--- src/rtl/ff_pkg.sv ---
// ----------------------------------------------------------------------------
// ff_pkg
//   Shared types and helpers for flip-flop excitation drivers.
//   - drv_state_t : driver FSM states (IDLE -> DRIVE -> SETTLE -> CHECK)
//   - sr_excite   : T-command to S/R excitation, don't-cares resolved to dc
//   - cnt_width   : width of a cycle counter able to hold max(a,b)
// ----------------------------------------------------------------------------
package ff_pkg;

    typedef enum logic [1:0] {
        IDLE,
        DRIVE,
        SETTLE,
        CHECK
    } drv_state_t;

    // Counter width for the pulse/settle phase counters.
    function automatic int unsigned cnt_width(input int unsigned a, input int unsigned b);
        int unsigned m;
        m = (a > b) ? a : b;
        return $clog2(m + 1);
    endfunction

    localparam int unsigned DEF_PULSE_CYCLES  = 2;
    localparam int unsigned DEF_SETTLE_CYCLES = 2;
    localparam int unsigned DEF_CNT_W         = cnt_width(DEF_PULSE_CYCLES, DEF_SETTLE_CYCLES);

    // Returns {s, r} for toggle command t applied to present state q.
    function automatic logic [1:0] sr_excite(input logic t, input logic q, input logic dc);
        logic [1:0] sr;
        unique case ({t, q})
            2'b00:   sr = {1'b0, dc};
            2'b01:   sr = {dc, 1'b0};
            2'b10:   sr = 2'b10;
            default: sr = 2'b01;
        endcase
        // S=R=1 is illegal for an SR FF; keeping S preserves a valid hold at Q=1.
        if (sr == 2'b11) begin
            sr = 2'b10;
        end
        return sr;
    endfunction

endpackage

--- src/rtl/t_to_sr_driver_enc.sv ---
// ----------------------------------------------------------------------------
// sr_excitation_enc
//   Combinational T -> S/R excitation encoder.
//   Ports:
//     t  in  toggle command
//     q  in  present state of the target flip-flop
//     s  out set drive
//     r  out reset drive
//   DC_VAL selects the value driven on excitation-table don't-cares.
// ----------------------------------------------------------------------------
module sr_excitation_enc
    import ff_pkg::*;
#(
    parameter bit DC_VAL = 1'b0
) (
    input  logic t,
    input  logic q,
    output logic s,
    output logic r
);

    logic [1:0] sr;

    always_comb begin
        sr = sr_excite(t, q, DC_VAL);
        s  = sr[1];
        r  = sr[0];
    end

endmodule

--- src/rtl/t_to_sr_driver.sv ---
// ----------------------------------------------------------------------------
// t_to_sr_driver
//   Accepts T commands and drives S/R into an external SR flip-flop so that it
//   behaves as a T flip-flop. Tracks the expected Q, waits for the FF to
//   settle, then compares the returned Q and counts mismatches.
//   Ports:
//     clk, rst   clock (rising edge), synchronous active-high reset
//     t_valid    command valid
//     t_in       toggle command (1 = toggle, 0 = hold)
//     t_ready    command accepted when t_valid & t_ready
//     s_out      registered S drive
//     r_out      registered R drive
//     q_fb       Q returned by the external FF (sampled only in CHECK)
//     q_model    internal expected Q
//     busy       high outside IDLE
//     mismatch   one-cycle pulse after a failed check
//     err_count  saturating mismatch count
// ----------------------------------------------------------------------------
module t_to_sr_driver
    import ff_pkg::*;
#(
    parameter int unsigned PULSE_CYCLES  = 2,
    parameter int unsigned SETTLE_CYCLES = 2,
    parameter int unsigned ERR_W         = 8,
    parameter bit          DC_VAL        = 1'b0,
    parameter bit          RESYNC        = 1'b1
) (
    input  logic             clk,
    input  logic             rst,
    input  logic             t_valid,
    input  logic             t_in,
    output logic             t_ready,
    output logic             s_out,
    output logic             r_out,
    input  logic             q_fb,
    output logic             q_model,
    output logic             busy,
    output logic             mismatch,
    output logic [ERR_W-1:0] err_count
);

    localparam int unsigned CNT_W = cnt_width(PULSE_CYCLES, SETTLE_CYCLES);
    localparam logic [CNT_W-1:0] PULSE_LAST  = CNT_W'(PULSE_CYCLES - 1);
    localparam logic [CNT_W-1:0] SETTLE_LAST = CNT_W'(SETTLE_CYCLES - 1);

    drv_state_t       state_q, state_d;
    logic [CNT_W-1:0] cnt_q, cnt_d;
    logic             s_q, s_d;
    logic             r_q, r_d;
    logic             q_model_q, q_model_d;
    logic             exp_q, exp_d;
    logic             mism_q, mism_d;
    logic [ERR_W-1:0] err_q, err_d;
    logic             enc_s, enc_r;

    sr_excitation_enc #(
        .DC_VAL(DC_VAL)
    ) u_enc (
        .t(t_in),
        .q(q_model_q),
        .s(enc_s),
        .r(enc_r)
    );

    always_ff @(posedge clk) begin
        if (rst) begin
            state_q   <= IDLE;
            cnt_q     <= '0;
            s_q       <= 1'b0;
            r_q       <= 1'b0;
            q_model_q <= 1'b0;
            exp_q     <= 1'b0;
            mism_q    <= 1'b0;
            err_q     <= '0;
        end else begin
            state_q   <= state_d;
            cnt_q     <= cnt_d;
            s_q       <= s_d;
            r_q       <= r_d;
            q_model_q <= q_model_d;
            exp_q     <= exp_d;
            mism_q    <= mism_d;
            err_q     <= err_d;
        end
    end

    // S/R are registered: the value computed here appears on s_out/r_out the
    // cycle after the state transition that produced it.
    always_comb begin
        state_d   = state_q;
        cnt_d     = cnt_q;
        s_d       = 1'b0;
        r_d       = 1'b0;
        q_model_d = q_model_q;
        exp_d     = exp_q;
        mism_d    = 1'b0;
        err_d     = err_q;

        unique case (state_q)
            IDLE: begin
                if (t_valid) begin
                    state_d = DRIVE;
                    cnt_d   = '0;
                    s_d     = enc_s;
                    r_d     = enc_r;
                    exp_d   = q_model_q ^ t_in;
                end
            end
            DRIVE: begin
                if (cnt_q == PULSE_LAST) begin
                    state_d = SETTLE;
                    cnt_d   = '0;
                end else begin
                    cnt_d = cnt_q + CNT_W'(1);
                    s_d   = s_q;
                    r_d   = r_q;
                end
            end
            SETTLE: begin
                if (cnt_q == SETTLE_LAST) begin
                    state_d = CHECK;
                    cnt_d   = '0;
                end else begin
                    cnt_d = cnt_q + CNT_W'(1);
                end
            end
            CHECK: begin
                state_d = IDLE;
                if (q_fb != exp_q) begin
                    mism_d    = 1'b1;
                    err_d     = (&err_q) ? err_q : err_q + ERR_W'(1);
                    q_model_d = RESYNC ? q_fb : exp_q;
                end else begin
                    q_model_d = exp_q;
                end
            end
            default: begin
                state_d = IDLE;
            end
        endcase
    end

    assign t_ready   = (state_q == IDLE) & ~rst;
    assign busy      = (state_q != IDLE);
    assign s_out     = s_q;
    assign r_out     = r_q;
    assign q_model   = q_model_q;
    assign mismatch  = mism_q;
    assign err_count = err_q;

    a_no_s_and_r: assert property (@(posedge clk) disable iff (rst) !(s_out && r_out));

endmodule

--- config.mk ---
export PLATFORM = sky130hd
export DESIGN_NAME = t_to_sr_driver
export DESIGN_NICKNAME = d
export VERILOG_FILES = /design/src/rtl/ff_pkg.sv /design/src/rtl/t_to_sr_driver_enc.sv /design/src/rtl/t_to_sr_driver.sv
export SDC_FILE = /design/constraint.sdc
export NUM_CORES = 1
export LEC_CHECK = 0
export BUFFER_PORTS_ARGS = -buffer_cell sky130_fd_sc_hd__buf_2
export CORE_ASPECT_RATIO = 0.6
export CORE_MARGIN = 3
export CORE_UTILIZATION = 37
export CTS_BUF_LIST = sky130_fd_sc_hd__clkbuf_16
export CTS_CLUSTER_DIAMETER = 100
export DETAILED_ROUTE_END_ITERATION = 6
export SYNTH_ARGS = -nofsm -noshare
export SYNTH_HDL_FRONTEND = slang
export SYNTH_HIERARCHICAL = 1
export SYNTH_SLANG_ARGS = --single-unit
--- constraint.sdc ---
create_clock -name clk -period 2.79 [get_ports clk]
set_clock_uncertainty 0.1 [all_clocks]
set_input_delay 0.1395 -clock clk [delete_from_list [all_inputs] [get_ports clk]]
set_output_delay 0.1395 -clock clk [all_outputs]
set_load 0.01 [all_outputs]
-- Yosys cells after proc, flatten, opt, wreduce, memory -nomap -nowiden
Cells that the tools add are included.
- add/sub/neg operators: 2
- equal/unequal tests: 11
- mux-type cells: 16
- bitwise gates (word level): 5
- reductions and logical operators: 12
- operators by type and width (operator ; number):
    two-way mux 2 bit ; 6
    adder 8 x 1 -> 8 bit, second input constant ; 1
    == test 2 bit, second input constant ; 4
    case mux 2 bit (2 select lines) ; 2
    case mux 2 bit (4 select lines) ; 1
    AND reduction 8 bit ; 1
    == test 2 x 1 -> 1 bit, second input constant ; 3
    != test 2 bit, second input constant ; 3
    AND reduction 3 bit ; 2
    OR reduction 2 bit ; 3
    two-way mux 1 bit ; 5
    logical NOT 2 bit ; 2
    case mux 1 bit (2 select lines) ; 2
    AND reduction 2 bit ; 2
    nonzero test 2 bit ; 2
    NOT 1 bit ; 3
    adder 2 x 1 -> 2 bit, second input constant ; 1
    bitwise AND 1 bit ; 1
    != test 1 bit ; 1
    bitwise XOR 1 bit ; 1
- register bits: 17
- input port bits: 5
- word-level logic and storage cells: 54

-- Logic depth before layout (Yosys ltp)
- word-level depth: 7
- depth in mapped cells: 6

-- Hierarchy
The synthesis kept the hierarchy.
- by module, submodules not included (module ; times used ; cells an instance ; area each (µm²)):
    t_to_sr_driver ; 1 ; 93 ; 860.8
    sr_excitation_enc ; 1 ; 2 ; 16.3

-- Least setup slack after synthesis
No wires, ideal clock.
- path kind: register -> register
- start: reg exp_q
- end: reg err_q[3], in the netlist err_count[3]
- arrival: 1.496 ns
- required time: 2.569 ns
- slack: 1.072 ns
- stages on the path, launching flop included: 7
- path buffers: 0
- clock period less this slack: 1.718 ns
- path through: dfxtp_1 inv_1 ha_1 and2b_1 and2_1 a21boi_2 mux2_4
- longest elaborated chain between the ends: 2
- RTL lines (item ; line ; source):
    from (decl) ; t_to_sr_driver.sv:51 ; logic exp_q, exp_d;
    from (signal assigned) ; t_to_sr_driver.sv:81 ; exp_q <= exp_d;
    != test 1 bit ; t_to_sr_driver.sv:129 ; if (q_fb != exp_q) begin
    AND reduction 3 bit (no source line) ; -- ;
    to (signal assigned) ; t_to_sr_driver.sv:83 ; err_q <= err_d;
    to (decl) ; t_to_sr_driver.sv:53 ; logic [ERR_W-1:0] err_q, err_d;
Every way passes these cells.
A chain may end at the register's enable or synchronous reset.

-- Final worst setup path
Ends and elaborated chain as after synthesis.

==> Flow_metrics.wiki <==
{| class="wikitable"
! Metric !! Value
|-
| Outcome || finished clean
|-
| Part of the power in the clock network || 0.329
|-
| Leakage power total || approximately 0.48 nW
|-
| Switch Pwr || 0.0002629 W
|-
| Number of different library cells in the post-synthesis netlist || 33
|-
| Slowest cell on the critical path || dfxtp_1
|-
| Worst-path clk slew || 0.05 ns
|-
| Internal power || 0.0005743 W
|-
| Min-Delay Path Class || primary input to flip-flop
|-
| Worst Path Arrival || around 1.9 ns
|-
| Sum of routed wire length over all layers || 1840 um
|-
| Core box area || 2042 um^2
|-
| DPL Wire Length || 1440 um
|-
| Maximum capacitance violations || 0
|-
| Hold path start || t_valid
|-
| Reg-to-reg critical path endpoint || err_count[3]
|-
| Final hold violation count || 0
|-
| Share of final-layout standard cells stronger than drive strength 1 || 0.2435
|-
| Max Transition Viols Final || 0
|-
| Hold slack || 0.06301 ns
|-
| Kind of start point of the critical path || flip-flop
|-
| Max Fclk || 0.5456 GHz
|-
| Gates resized, CTS repair || 0
|-
| Finish-stage setup viols || 0
|-
| Share of synthesized area occupied by flip-flops and latches || 0.3880
|-
| Total number of nets in the final design || 128
|-
| Synth Net Count || between 100 and 150
|-
| Remaining design rule violation count || 0
|-
| Synth area leaders || dfxtp_1 39%, ha_1 10%, nor2_1 6.0%, a211oi_1 4.3%, mux2i_1 3.4%
|-
| Worst rel slew slack || 0.7750
|-
| Antenna violations before repair || 0
|-
| Yosys warnings || 6
|-
| Share of the synthesized area in the top cell type || 0.3880
|-
| Ports || 19
|-
| Via count of the first global-routing pass || roughly 660
|-
| Wire length of the first global-routing pass || 3029 um
|-
| Power density over the cells || 779.8 nW/um^2
|-
| Post-layout minimum cycle time || about 1.8 ns
|-
| Maximum count of clock buffers along a single path || 2
|-
| Number of instances in the synthesized netlist || 95
|-
| Crit path capture type || flip-flop
|-
| Starting density of the core || 0.4295
|-
| Gr ovfl total || 0
|-
| Cell taking the most area after synthesis || dfxtp_1
|-
| CTS sink count || 17
|-
| TritonCTS clock tree || built
|-
| Die Span Y || 43.72 um
|-
| Largest net degree at the start of global routing || 20
|-
| Clock buffers created by TritonCTS || 3
|-
| Count of inserted antenna diode cells || 0
|-
| Cell count of the worst reg-to-reg path || 6
|-
| Netlist Area Pre-Place || 877.1 um^2
|-
| Number of buffers added to fix hold violations after cts || 0
|-
| Post-CTS repair timing setup buffer count || 0
|-
| Switching portion of total power || 0.3140
|-
| Routability congestion estimate from global placement || 0.8199
|-
| Iteration count of the initial detailed-routing pass || 4
|-
| Post-route fraction of the period consumed by the critical path || 0.6569
|-
| Depth of the worst hold-timing path || 2
|-
| Maximum ir drop on the vdd rail || 0.3981 mV
|-
| Unrepaired setup endpoints after global routing || no
|-
| Global Route Usage Sum || 0.1370
|-
| Insertion delay to the later sink of the worst-skew pair || 0.24 ns
|-
| CTS Root Buffer Type || clkbuf_16
|-
| Peak fanout along the critical path || 6
|-
| Mean area per synthesized cell || ~9.2 um^2
|-
| Slew of the pin with the lowest slew margin || around 0.34 ns
|-
| Layout Utilization || 0.5257
|-
| Die X || 68.86 um
|-
| Logic gate share of total power || 0.313
|-
| Via density per instance || 5.077
|-
| Signed area change from the synthesized netlist to the final layout || 22.40%
|-
| Initial DRC Count || 15
|-
| Hold Path End || exp_q
|-
| Total number of vias || 726
|-
| Worst reg2reg startpoint || exp_q
|-
| Seq cells post-synth || 17
|-
| Routed length per instance || 12.87 um
|-
| Peak per-stage delay on the critical path || 0.34 ns
|-
| H-tree levels || 1
|-
| Cell-by-cell listing of the critical path || inv_1 -> ha_1 -> and2b_1 -> and2_1 -> a21boi_2 -> mux2_4
|-
| Cell Rows || 12
|-
| Die footprint || 3010 um^2
|-
| Non-Filler Cell Area, Final || 1074 um^2
|-
| Required time worst endpoint || between 2 and 3 ns
|-
| Flop pwr share || 0.358
|-
| Category of the critical setup timing path || flip-flop to flip-flop
|-
| Port buffer count || 18
|-
| Instance area after placement || 994.7 um^2
|-
| Number of antenna-violating nets in the routed design || 0
|-
| Total negative slack for setup checks || 0 ns
|-
| R2r setup slk || 0.96 ns
|}
-- worst max path at each step --
stage	startpoint	to	slack (ns)
floorplan	exp_q	err_count[3]	1.07
global placement	exp_q	err_count[3]	1.03
detailed placement	exp_q	err_count[3]	0.96
CTS	exp_q	err_count[3]	0.95
global route	exp_q	err_count[3]	0.83
finish	exp_q	err_count[3]	0.96
-- cells in the final DEF, fill, tap and decap left out, types with 2 or more instances in the layout --
cell	instances
a211oi_1	5
a21oi_1	4
and3_4	2
buf_2	18
clkbuf_16	3
dfxtp_1	17
ha_1	7
inv_1	6
mux2i_1	3
nand2b_1	3
nand3_1	3
nand4_1	4
nor2_1	14
nor2b_1	3
nor3b_1	2
o21ai_1	2
xnor2_1	2
-- kinds of logic (layout without fill, tap and decap cells) --
| group | after synthesis | in the layout | synth area share |
|---|---|---|---|
| AOI/OAI and AO/OA | 18 | 18 | 0.1484 |
| xor gates and xnor gates | 3 | 3 | 0.02996 |
| adders and majority gates | 7 | 7 | 0.09985 |
| buffers and inverters | 7 | 27 | 0.02996 |
| DFF | 17 | 17 | 0.3880 |
| muxes | 4 | 4 | 0.05135 |
| and+or+nand+nor | 39 | 39 | 0.2525 |
-- critical path, delay by kind of cell (launching register included) --
| kind | cells | cell delay (ns) |
|---|---|---|
| AOI/OAI and AO/OA | 1 | 0.19 |
| and+or+nand+nor | 2 | 0.45 |
| DFF | 1 | 0.34 |
| muxes | 1 | 0.31 |
| adders and majority gates | 1 | 0.27 |
| buffers and inverters | 1 | 0.05 |
-- sequential cells by signal, summed over array words and instances, names as in the netlist --
signal     cells
r_out          1
cnt_q          2
mismatch       1
q_model        1
state_q        2
s_out          1
exp_q          1
err_count      8
-- cells in the mapped netlist (all sizes together) --
| master | instances |
|---|---|
| and2b | 2 |
| nor3b | 2 |
| a211oi | 5 |
| nand4 | 4 |
| mux2i | 3 |
| nor2 | 14 |
| a31oi | 1 |
| mux2 | 1 |
| a311oi | 2 |
| nand2 | 1 |
| inv | 5 |
| a22oi | 1 |
| clkbuf | 2 |
| nand4b | 1 |
| o21ai | 3 |
| nand3 | 3 |
| a41oi | 1 |
| ha | 7 |
| nor3 | 1 |
| nor2b | 3 |
| xnor2 | 2 |
| nand2b | 3 |
| xor2 | 1 |
| and2 | 2 |
| and3 | 3 |
| a21boi | 1 |
| a21oi | 4 |
| dfxtp | 17 |
-- power groups by stage --
| stage | Combinational, W | Sequential [W] | Clock [W] |
|---|---|---|---|
| 2_1_floorplan | 0.000198 | 0.000302 | 0 |
| 3_3_place_gp | 0.000260 | 0.000302 | 0 |
| 3_5_place_dp | 0.000262 | 0.000305 | 0 |
| 4_1_cts | 0.000264 | 0.000300 | 0.000282 |
| 5_1_grt | 0.000297 | 0.000304 | 0.000297 |
| 6_report | 0.000262 | 0.000300 | 0.000275 |
-- layout make-up --
class	count	area, um^2
sequential	17	340.3
tap	28	35.03
clock buffer	3	75.07
inverter	5	18.77
clock inverter	1	3.754
fill	202	968.4
multi-input combinational	71	510.5
timing repair buffer	18	90.09
-- per-layer routing --
| metal | vias up | global-route usage | part of all wire |
|---|---|---|---|
| li1 | 376 | - | - |
| met1 | 328 | 0.1944 | 0.53 |
| met2 | 20 | 0.1837 | 0.38 |
| met3 | 2 | 0.06218 | 0.079 |
| met4 | 0 | 0.03876 | 0.0033 |
| met5 | - | 0 | 0 |
-- through the flow --
| step | std cells | setup slack (ns) | total power [W] |
|---|---|---|---|
| after floorplan | 95 | 1.072 | 0.0004998 |
| after global placement | 139 | 1.028 | 0.0005621 |
| after detailed placement | 139 | 0.9561 | 0.0005670 |
| after CTS | 143 | 0.9469 | 0.0008459 |
| after global routing | 143 | 0.8280 | 0.0008969 |
| final | 143 | 0.9573 | 0.0008372 |
Power figures use the tool's default switching activity.
